**src/rtl/serial_compare_ctrl.sv**
```systemverilog
// Bit-serial magnitude comparator: one shared 1-bit compare cell is walked MSB-first
// over captured operands, stopping at the first differing bit.

module comparator_1bit (
    input  logic a,
    input  logic b,
    output logic eq,
    output logic gt,
    output logic lt
);
    assign eq = ~(a ^ b);
    assign gt = a & ~b;
    assign lt = ~a & b;
endmodule

module serial_compare_ctrl #(
    parameter  int WIDTH = 8,
    localparam int CW    = $clog2(WIDTH) + 1
) (
    input  logic             clk,
    input  logic             rst_n,
    input  logic             start,
    input  logic [WIDTH-1:0] a,
    input  logic [WIDTH-1:0] b,
    output logic             busy,
    output logic             done,
    output logic             eq,
    output logic             gt,
    output logic             lt,
    output logic [CW-1:0]    steps
);
    localparam int IW = $clog2(WIDTH);

    generate
        if (WIDTH < 2 || WIDTH > 32) begin : g_bad_width
            $error("serial_compare_ctrl: WIDTH must be in 2..32");
        end
    endgenerate

    typedef enum logic [1:0] {
        IDLE = 2'd0,
        SCAN = 2'd1,
        DONE = 2'd2
    } state_t;

    state_t             state_q, state_d;
    logic [WIDTH-1:0]   a_q, a_d;
    logic [WIDTH-1:0]   b_q, b_d;
    logic [CW-1:0]      idx_q, idx_d;
    logic [CW-1:0]      steps_q, steps_d;
    logic               eq_q, eq_d;
    logic               gt_q, gt_d;
    logic               lt_q, lt_d;

    logic               bit_a, bit_b;
    logic               cmp_eq, cmp_gt, cmp_lt;
    logic               accept;
    logic               last_bit;

    // idx never exceeds WIDTH-1, so the low IW bits address every operand bit.
    assign bit_a    = a_q[idx_q[IW-1:0]];
    assign bit_b    = b_q[idx_q[IW-1:0]];
    assign last_bit = (idx_q == '0);

    comparator_1bit u_cmp (
        .a  (bit_a),
        .b  (bit_b),
        .eq (cmp_eq),
        .gt (cmp_gt),
        .lt (cmp_lt)
    );

    // start is only honoured outside SCAN; DONE accepting it gives back-to-back ops.
    assign accept = start && (state_q != SCAN);

    // State register
    always_ff @(posedge clk or negedge rst_n) begin
        if (!rst_n) begin
            state_q <= IDLE;
        end else begin
            state_q <= state_d;
        end
    end

    // Next-state logic
    always_comb begin
        state_d = state_q;
        case (state_q)
            IDLE: begin
                if (start) state_d = SCAN;
            end
            SCAN: begin
                if (cmp_gt || cmp_lt || (cmp_eq && last_bit)) state_d = DONE;
            end
            DONE: begin
                state_d = start ? SCAN : IDLE;
            end
            default: state_d = IDLE;
        endcase
    end

    // Output logic
    always_comb begin
        busy = 1'b0;
        done = 1'b0;
        case (state_q)
            SCAN:    busy = 1'b1;
            DONE:    done = 1'b1;
            default: ;
        endcase
    end

    always_comb begin
        a_d     = a_q;
        b_d     = b_q;
        idx_d   = idx_q;
        steps_d = steps_q;
        eq_d    = eq_q;
        gt_d    = gt_q;
        lt_d    = lt_q;
        if (accept) begin
            a_d     = a;
            b_d     = b;
            idx_d   = CW'(WIDTH - 1);
            steps_d = '0;
            eq_d    = 1'b0;
            gt_d    = 1'b0;
            lt_d    = 1'b0;
        end else if (state_q == SCAN) begin
            steps_d = steps_q + CW'(1);
            if (cmp_gt) begin
                gt_d = 1'b1;
            end else if (cmp_lt) begin
                lt_d = 1'b1;
            end else if (last_bit) begin
                eq_d = 1'b1;
            end else begin
                idx_d = idx_q - CW'(1);
            end
        end
    end

    always_ff @(posedge clk or negedge rst_n) begin
        if (!rst_n) begin
            a_q     <= '0;
            b_q     <= '0;
            idx_q   <= '0;
            steps_q <= '0;
            eq_q    <= 1'b0;
            gt_q    <= 1'b0;
            lt_q    <= 1'b0;
        end else begin
            a_q     <= a_d;
            b_q     <= b_d;
            idx_q   <= idx_d;
            steps_q <= steps_d;
            eq_q    <= eq_d;
            gt_q    <= gt_d;
            lt_q    <= lt_d;
        end
    end

    assign eq    = eq_q;
    assign gt    = gt_q;
    assign lt    = lt_q;
    assign steps = steps_q;

endmodule

```
**config.mk**
```make
export PLATFORM = sky130hd
export DESIGN_NAME = serial_compare_ctrl
export DESIGN_NICKNAME = d
export VERILOG_FILES = /design/src/rtl/serial_compare_ctrl.sv
export SDC_FILE = /design/constraint.sdc
export NUM_CORES = 1
export LEC_CHECK = 0
export BUFFER_PORTS_ARGS = -buffer_cell sky130_fd_sc_hd__buf_2
export CAP_MARGIN = 25
export CORE_UTILIZATION = 30
export CTS_BUF_LIST = sky130_fd_sc_hd__clkbuf_8
export CTS_CLUSTER_DIAMETER = 40
export DETAILED_ROUTE_END_ITERATION = 16
export GPL_ROUTABILITY_DRIVEN = 0
export PLACE_DENSITY = 0.5
export SLEW_MARGIN = 20
export SYNTH_ARGS = -nofsm -noshare
export SYNTH_HDL_FRONTEND = slang
export SYNTH_SLANG_ARGS = --single-unit
```
**constraint.sdc**
```tcl
create_clock -name clk -period 2.39 [get_ports clk]
set_input_delay 0.3585 -clock clk [delete_from_list [all_inputs] [get_ports clk]]
set_output_delay 0.3585 -clock clk [all_outputs]
set_load 0.01 [all_outputs]
```
# Word-level counts from Yosys, hierarchy flattened
# Index checks and enable logic that the tools add are counted.
# totals
ff_bits	29
input_bits	19
output_inout_bits	9
wordCells	69
# op_classes
addsub	2
magnitude_cmp	1
n_eq_ne	8
mux	29
n_bitwise	6
n_reduce_logical	15
# op_table
operator	n
$mux W4	7
$mux W1	17
$reduce_and A4 Y1	2
$reduce_bool A2 Y1	4
$bmux W1 S3	2
$ne A2 B1 Y1 const B	3
$ne A2 B2 Y1 const B	3
$pmux W2 S3	1
$add A4 B1 Y4 const B	1
$logic_not A4 Y1	1
$lt A3 B4 Y1 const B	1
$mux W2	2
$reduce_and A2 Y1	2
$sub A4 B1 Y4 const B	1
$not A1 Y1	3
$reduce_and A3 Y1	1
$and A1 B1 Y1	2
$eq A2 B1 Y1 const B	1
$eq A2 B2 Y1 const B	1
$logic_and A1 B1 Y1	2
$logic_not A2 Y1	1
$logic_or A1 B1 Y1	2
$xor A1 B1 Y1	1

# Depth between registers and ports, before layout
# Gate-level depths: netlist of run 1.
# logic_depth
depth_word	8
depth_mapped	8
mapped_depth_nobuf	7

# Modules after synthesis
# A second synthesis of run 1 with hierarchy kept.
# unflattened
hier_cells	103
area_unflattened_um2	1372.6
# modules_own_cells
mod	n_inst	cells_per_inst	area_each_um2
serial_compare_ctrl	1	99	1340.0
comparator_1bit	1	4	32.5

# Worst setup path after synthesis of run 1
# OpenSTA, ideal clock, no wires.
# synth_timing
kind	flip-flop to flip-flop
from	reg idx_q[0]
to	reg idx_q[1]
setup_ps	121
arrival_time_ps	2045
slack_ps	224
path_stages_with_launch	9
path_buffers	1
synth_period_minus_slack_ps	2166
cell_sequence	dfrtp_1 -> buf_6 -> mux4_2 -> mux2i_1 -> inv_1 -> ha_1 -> nor4b_4 -> and3_4 -> o21ai_1
# synth_between
elab_chain_cells	6
# synth_rtl
element	line	source
start: declaration	49	logic [CW-1:0] idx_q, idx_d;
start signal: assignment	155	idx_q <= idx_d;
$sub A4 B1 Y4 (tied with other cells)	138	idx_d = idx_q - CW'(1);
$mux W4 (tied with other cells)	135	end else if (last_bit) begin
$mux W4 (tied with other cells)	133	end else if (cmp_lt) begin
$mux W4 (tied with other cells)	131	if (cmp_gt) begin
$mux W4 or $ne A2 B1 Y1 (tied branches)	n/a	
$mux W4 or $reduce_and A4 Y1 (tied branches)	n/a	
# Several ways; a longest one is shown, not always the timed one. The select of a mux whose other input is x is not followed.
# A chain may end at the register's enable or synchronous reset.

# Worst setup path after layout of run 1
# Same ends and word-level chain as after synthesis.

==> results of run 1 <==
[power breakdown]
group	leakage (nW)	total, W	internal (W)	switching (W)
sequential	0.347	0.000819	0.000683	0.000136
clock	0.0485	0.000394	0.000223	0.000170
combinational	0.452	0.000830	0.000447	0.000383
total	0.847	0.00204	0.00135	0.000689
[sequential cells by signal, summed over array words and instances, names as in the netlist]
name,cells
idx_q,4
steps,4
lt,1
gt,1
a_q,8
eq,1
b_q,8
state_q,2
[kinds of logic (layout without fill, tap and decap cells)]
| family | Yosys count | after routing | synth area share |
|---|---|---|---|
| buffers and inverters | 13 | 46 | 0.0544 |
| DFF | 29 | 29 | 0.509 |
| adders and majority gates | 5 | 5 | 0.0439 |
| AOI/OAI and AO/OA | 17 | 17 | 0.0772 |
| muxes | 25 | 25 | 0.225 |
| and+or+nand+nor | 17 | 17 | 0.0912 |
[synthesized netlist by cell type (all sizes together)]
cell type | count | area share
nand2 | 4 | 0.016
o41ai | 1 | 0.011
nor2b | 1 | 0.0044
a21oi | 3 | 0.011
a22o | 2 | 0.012
o21ai | 9 | 0.032
nor3 | 1 | 0.0035
mux4 | 4 | 0.063
nand3 | 3 | 0.011
and3 | 4 | 0.022
buf | 5 | 0.033
or3b | 1 | 0.0061
a31oi | 1 | 0.0044
mux2 | 16 | 0.13
nand2b | 1 | 0.0096
mux2i | 5 | 0.035
inv | 7 | 0.018
nor4b | 1 | 0.017
a32o | 1 | 0.0070
dfrtp | 29 | 0.51
clkbuf | 1 | 0.0026
ha | 5 | 0.044
nor2 | 1 | 0.0026
[layout make-up]
class | instances | area, sq um
clock inverter | 1 | 3.75
tap | 52 | 65.1
clock buffer | 6 | 82.6
timing repair buffer | 32 | 173
multi-input combinational | 64 | 643
inverter | 7 | 26.3
fill | 438 | 2750
sequential | 29 | 727
[per-stage QoR]
stage | cells | hold slack, ns | total power [W] | setup TNS [ns]
CTS | 190 | 0.122 | 0.00202 | 0
detailed placement | 183 | 0.427 | 0.00161 | -0.00892
finish | 191 | 0.110 | 0.00204 | 0
floorplan | 106 | 0.0629 | 0.00138 | 0
global route | 191 | 0.155 | 0.00220 | -0.0855
global placement | 183 | 0.414 | 0.00159 | 0
[critical path: stages (launching register included)]
cell	delay, ns
dfrtp_2	0.44
mux4_2	0.53
mux2i_2	0.20
inv_1	0.10
ha_4	0.17
nor4b_4	0.41
and3_4	0.26
o21ai_2	0.05
[layer usage]
layer,GRT usage,share of wire,up-vias
li1,-,-,444
met1,0.137,0.42,479
met3,0.0399,0.039,5
met2,0.204,0.51,15
met5,0,0,-
met4,0.0733,0.025,0
[timing repair]
action                     in CTS  in global routing
setup endpoints to repair       2                  4
setup buffers                   0                  1
pin swaps                       0                  4
cloned                          0                  0
gates resized for setup         1                  4
[worst max path at each step]
stage / startpoint / slack (ns) / end / cells after the start
final: idx_q[0] / 0.09 / idx_q[1] / 7
after global routing: idx_q[0] / -0.03 / idx_q[2] / 7
after CTS: idx_q[0] / 0.05 / idx_q[1] / 7
after detailed placement: idx_q[0] / -0.009 / idx_q[1] / 7
after global placement: idx_q[0] / 0.06 / idx_q[2] / 7
after floorplan: idx_q[0] / 0.22 / idx_q[1] / 8
==> insert_results.sql, run 1 <==
INSERT INTO impl_metrics (metric_group, metric, value, unit) VALUES
('status', 'run_status', 'complete, no violations', ''),
('finish', 'final_design_area_no_fill', '1720', 'sq um'),
('floorplan', 'die_h', '71.0', 'microns'),
('timing', 'finalMaxSlewViolations', '0', ''),
('worst_setup_path', 'crit_path_required_time', '2.54', 'ns'),
('floorplan', 'start_util', '0.319', ''),
('clock_tree', 'later_pin_clock_latency_in_the_skew_report', '0.28', 'ns'),
('finish', 'antenna_cells', '0', ''),
('timing', 'min_period', '2.30', 'ns'),
('timing', 'grt_setup_unrepaired', 'true', ''),
('timing', 'setup_ws', '0.0910', 'ns'),
('power_and_ir_drop', 'power_density', '1190', 'nW/um^2'),
('clock_tree', 'cts.htree.levels', '2', ''),
('floorplan', 'die_w', '71.0', 'microns'),
('timing', 'worst-slew-pin-transition', '0.652', 'ns'),
('timing', 'final-hold-violation-count', '0', ''),
('synthesis', 'yosysUniqueCellTypes', '31', ''),
('finish', 'area_growth', '20.6', '%'),
('routing', 'dr_vias', '943', ''),
('timing', 'max-slew-margin-rel', '0.565', ''),
('power_and_ir_drop', 'vdd_ir_drop_max', '0.529', 'mV'),
('routing', 'avgViaCountPerCell', '4.94', ''),
('flow_run', 'drv.max_cap_violation_count', '0', ''),
('clock_tree', 'cts_tree', 'done', ''),
('synthesis', 'syn-instance-count', '106', ''),
('routing', 'drcViolationCount', '0', ''),
('finish', 'finalNetCount', '163', ''),
('routing', 'wl_per_cell', '13.8', 'microns'),
('clock_tree', 'clock_sink_count', '29', ''),
('placed_design', 'dp_slack', '-0.00892', 'ns'),
('global_routing', 'initial_antenna_violation_count', '0', ''),
('global_routing', 'grt_use_total', '0.122', ''),
('worst_setup_path', 'kind_of_end_point_of_the_critical_path', 'flip-flop', ''),
('clock_tree', 'clk_root_buffer_cell', 'clkbuf_8', ''),
('worst_setup_path', 'critical_path.startpoint_type', 'flip-flop', ''),
('floorplan', 'pin_count', '28', ''),
('timing', 'max_freq', '435', 'MHz'),
('worst_setup_path', 'crit_type', 'reg -> reg', ''),
('global_routing', 'grt_overflow_total', '0', ''),
('timing', 'final_critical_path_share_of_the_clock_period', '0.962', ''),
('worst_setup_path', 'timing.reg2reg.setup_slack', '0.09', 'ns'),
('clock_tree', 'clock_path_buffers', '2', ''),
('worst_setup_path', 'crit_path_max_fanout', '7', ''),
('hold_path', 'holdCritPathClass', 'in -> async', ''),
('clock_tree', 'cts.reportedPaths.clkPinSlew', '0.06', 'ns'),
('finish', 'postLayoutCoreUtil', '0.385', ''),
('placed_design', 'port_buffers', '27', ''),
('routing', 'drt.antenna.violating_nets', '0', ''),
('clock_tree', 'cts_inserted_buffers', '5', ''),
('timing', 'final-setup-viol-count', '0', ''),
('placed_design', 'hpwlAfterDp', '1.92', 'mm'),
('routing', 'dr.pass1.iters', '4', ''),
('floorplan', 'core.rowCount', '24', ''),
('worst_setup_path', 'timing.rr.start', 'idx_q[0]', ''),
('finish', 'layout.cells.most_common_list', 'dfrtp_1 (28), buf_2 (27), mux2_1 (15)', ''),
('routing', 'routed_wirelength', '2.64', 'mm'),
('worst_setup_path', 'arrival', '2.45', 'ns'),
('timing', 'finalClockSkew', '0.00343', 'ns'),
('synthesis', 'synth_area_per_cell', '13.5', 'sq um'),
('worst_setup_path', 'r2r-end', 'idx_q[1]', ''),
('placed_design', 'placed_area', '1610', 'sq um'),
('routing', 'initialDrtViolationCount', '26', ''),
('power_and_ir_drop', 'power_leakage', '0.847', 'nW'),
('synthesis', 'synth.yosys.seq_area_share', '0.509', ''),
('global_routing', 'grt_start_max_net_pins', '30', ''),
('synthesis', 'synth.yosys.warnings', '0', ''),
('floorplan', 'die-area', '5030', 'sq um'),
('worst_setup_path', 'r2r.worst_path.cells', '7', ''),
('finish', 'share_of_final_layout_standard_cells_stronger_than_drive_strength_1', '0.388', ''),
('global_routing', 'grt_first_pass_wirelength', '4.64', 'mm'),
('synthesis', 'netlist_area', '1430', 'sq um'),
('finish', 'final_common_cell', 'dfrtp_1', ''),
('floorplan', 'core_area', '4470', 'sq um'),
('synthesis', 'number_of_synthesized_register_bits', '29', ''),
('global_routing', 'first_global_vias', '1021', ''),
('synthesis', 'number_of_nets_produced_by_synthesis', '130', ''),
('clock_tree', 'post_cts_hold_buffer_count', '0', '');
(Power assumes the default switching activity.)
==> run 2: changes to the inputs <==
- CORE_UTILIZATION: 30 -> 56
- PLACE_DENSITY: 0.5 -> 0.82
==> run 2 against run 1 <==
Net effect: maximum frequency down 1.8%; core utilization increased by 35 points; clock skew increased by 0.0024 ns; non-clock buffer count is 1 lower; via count is 1.4% lower; cell count down 13%; hold slack worse by 0.015 ns; combinational power up 2.9%; highest routed layer unchanged.
==> insert_results.sql, run 2 (synthesis results as in run 1) <==
INSERT INTO impl_metrics (metric_group, metric, value, unit) VALUES
('timing', 'max_freq', '427', 'MHz'),
('worst_setup_path', 'crit_path_max_fanout', '7', ''),
('finish', 'antenna_cells', '0', ''),
('clock_tree', 'cts.reportedPaths.clkPinSlew', '0.06', 'ns'),
('global_routing', 'grt_first_pass_wirelength', '4.37', 'mm'),
('timing', 'max-slew-margin-rel', '0.576', ''),
('power_and_ir_drop', 'vdd_ir_drop_max', '0.823', 'mV'),
('timing', 'finalClockSkew', '0.00580', 'ns'),
('timing', 'grt_setup_unrepaired', 'true', ''),
('worst_setup_path', 'kind_of_end_point_of_the_critical_path', 'flip-flop', ''),
('floorplan', 'core.rowCount', '17', ''),
('floorplan', 'die_w', '52.5', 'microns'),
('worst_setup_path', 'arrival', '2.50', 'ns'),
('finish', 'share_of_final_layout_standard_cells_stronger_than_drive_strength_1', '0.391', ''),
('hold_path', 'holdCritPathClass', 'in -> async', ''),
('worst_setup_path', 'critPathBufInv', '1', ''),
('finish', 'area_growth', '19.0', '%'),
('routing', 'wl_per_cell', '16.0', 'microns'),
('worst_setup_path', 'critical_path.startpoint_type', 'flip-flop', ''),
('floorplan', 'die_h', '52.5', 'microns'),
('worst_setup_path', 'timing.reg2reg.setup_slack', '0.05', 'ns'),
('flow_run', 'drv.max_cap_violation_count', '0', ''),
('timing', 'setup_ws', '0.0493', 'ns'),
('status', 'run_status', 'complete, no violations', ''),
('finish', 'combined_area_of_the_multi_input_logic_cells', '658', 'sq um'),
('global_routing', 'first_global_vias', '979', ''),
('placed_design', 'placed_area', '1560', 'sq um'),
('clock_tree', 'cts_inserted_buffers', '5', ''),
('worst_setup_path', 'timing.critical_path.cells', 'mux4_2, mux2i_4, inv_1, ha_2, nor4b_4, and3_4, o21ai_2', ''),
('finish', 'ff_latch_area', '727', 'sq um'),
('clock_tree', 'clock_sink_count', '29', ''),
('routing', 'dr_vias', '930', ''),
('timing', 'final-hold-violation-count', '0', ''),
('clock_tree', 'cts_tree', 'done', ''),
('floorplan', 'core_area', '2300', 'sq um'),
('placed_design', 'port_buffers', '27', ''),
('finish', 'finalNetCount', '162', ''),
('routing', 'initialDrtViolationCount', '12', ''),
('routing', 'avgViaCountPerCell', '5.60', ''),
('floorplan', 'die-area', '2750', 'sq um'),
('timing', 'totalNegativeSetupSlack', '0', 'ns'),
('timing', 'final-setup-viol-count', '0', ''),
('timing', 'worst_hold_margin', '0.0952', 'ns'),
('power_and_ir_drop', 'power_leakage', '0.837', 'nW'),
('power_and_ir_drop', 'power_density', '1220', 'nW/um^2'),
('clock_tree', 'cts.htree.levels', '2', ''),
('worst_setup_path', 'crit_type', 'reg -> reg', ''),
('clock_tree', 'later_pin_clock_latency_in_the_skew_report', '0.28', 'ns'),
('timing', 'worst-slew-pin-transition', '0.636', 'ns'),
('worst_setup_path', 'timing.rr.start', 'idx_q[0]', ''),
('routing', 'routed_wirelength', '2.65', 'mm'),
('finish', 'filler_cell_count', '153', ''),
('finish', 'final_common_cell', 'dfrtp_1', ''),
('global_routing', 'grt_use_total', '0.239', ''),
('clock_tree', 'clock_path_buffers', '2', ''),
('finish', 'layout.cells.most_common_list', 'dfrtp_1 (28), buf_2 (27), mux2_1 (15)', ''),
('floorplan', 'start_util', '0.621', ''),
('routing', 'dr.pass1.iters', '4', ''),
('global_routing', 'grt_start_max_net_pins', '30', ''),
('clock_tree', 'clk_root_buffer_cell', 'clkbuf_8', ''),
('floorplan', 'pin_count', '28', ''),
('global_routing', 'grt_overflow_total', '0', ''),
('placed_design', 'hpwlAfterDp', '1.82', 'mm'),
('timing', 'finalMaxSlewViolations', '0', ''),
('worst_setup_path', 'crit_path_required_time', '2.55', 'ns'),
('routing', 'drcViolationCount', '0', ''),
('global_routing', 'initial_antenna_violation_count', '0', ''),
('timing', 'final_critical_path_share_of_the_clock_period', '0.979', ''),
('timing', 'min_period', '2.34', 'ns'),
('worst_setup_path', 'crit_path_max_incr_delay', '0.57', 'ns'),
('placed_design', 'dp_slack', '-0.0388', 'ns'),
('finish', 'final_design_area_no_fill', '1700', 'sq um'),
('worst_setup_path', 'crit_slowest_cell', 'mux4_2', ''),
('finish', 'largest_registers', 'a_q: 8 flops, b_q: 8 flops', ''),
('worst_setup_path', 'cp_top_family', 'multiplexers', ''),
('power_and_ir_drop', 'power', '0.00208', 'W'),
('worst_setup_path', 'r2r.worst_path.cells', '7', ''),
('routing', 'drt.antenna.violating_nets', '0', ''),
('worst_setup_path', 'r2r-end', 'idx_q[1]', '');
run 2: per-layer routing:
| layer | track usage | routed length [microns] | up-vias |
|---|---|---|---|
| li1 | - | - | 441 |
| met1 | 0.257 | 1150 | 465 |
| met2 | 0.395 | 1350 | 22 |
| met3 | 0.113 | 126 | 2 |
| met4 | 0.105 | 23 | 0 |
| met5 | 0 | 0 | - |
run 2: how the worst max path moves through the flow:
stage               slack, ns      from  cells past startpoint       end
finish                   0.05  idx_q[0]                      7  idx_q[1]
global route            -0.05  idx_q[0]                      7  idx_q[2]
CTS                     0.006  idx_q[0]                      7  idx_q[1]
detailed placement      -0.04  idx_q[0]                      7  idx_q[3]
global placement         0.06  idx_q[0]                      7  idx_q[3]
floorplan                0.22  idx_q[0]                      8  idx_q[1]
run 2: area by class of cell:
type,instances,area share
Clock buffer,6,0.0486
Clock inverter,1,0.00221
Inverter,7,0.0155
Multi-Input combinational cell,64,0.388
Sequential cell,29,0.428
Tap cell,28,0.0206
Timing Repair Buffer,31,0.0973
run 2: what timing repair did:
item / 4_1_cts / 5_1_grt
buffers inserted: 0 / 2
pin swaps: 0 / 4
gates resized for setup: 2 / 6
cloned: 0 / 0
hold buffers: 0 / 0
setup endpoints to repair: 4 / 4
run 2: through the flow:
stage                      util  std cells
after floorplan               -        106
after global placement    0.679        157
after detailed placement  0.679        157
after CTS                 0.719        164
after global routing      0.739        166
final                     0.739        166
run 2: power breakdown:
part	switching [W]	internal (W)	total, W
clock network	0.000176	0.000223	0.000400
logic	0.000404	0.000450	0.000854
registers	0.000140	0.000683	0.000824
run 2: worst reg2reg max path: cells and delay by family (launching register included):
kind,cells,cell delay (ns)
buf+inv,1,0.06
compound gates,1,0.05
mux,2,0.75
fa+ha+maj,1,0.20
simple gates,2,0.72
flops,1,0.45
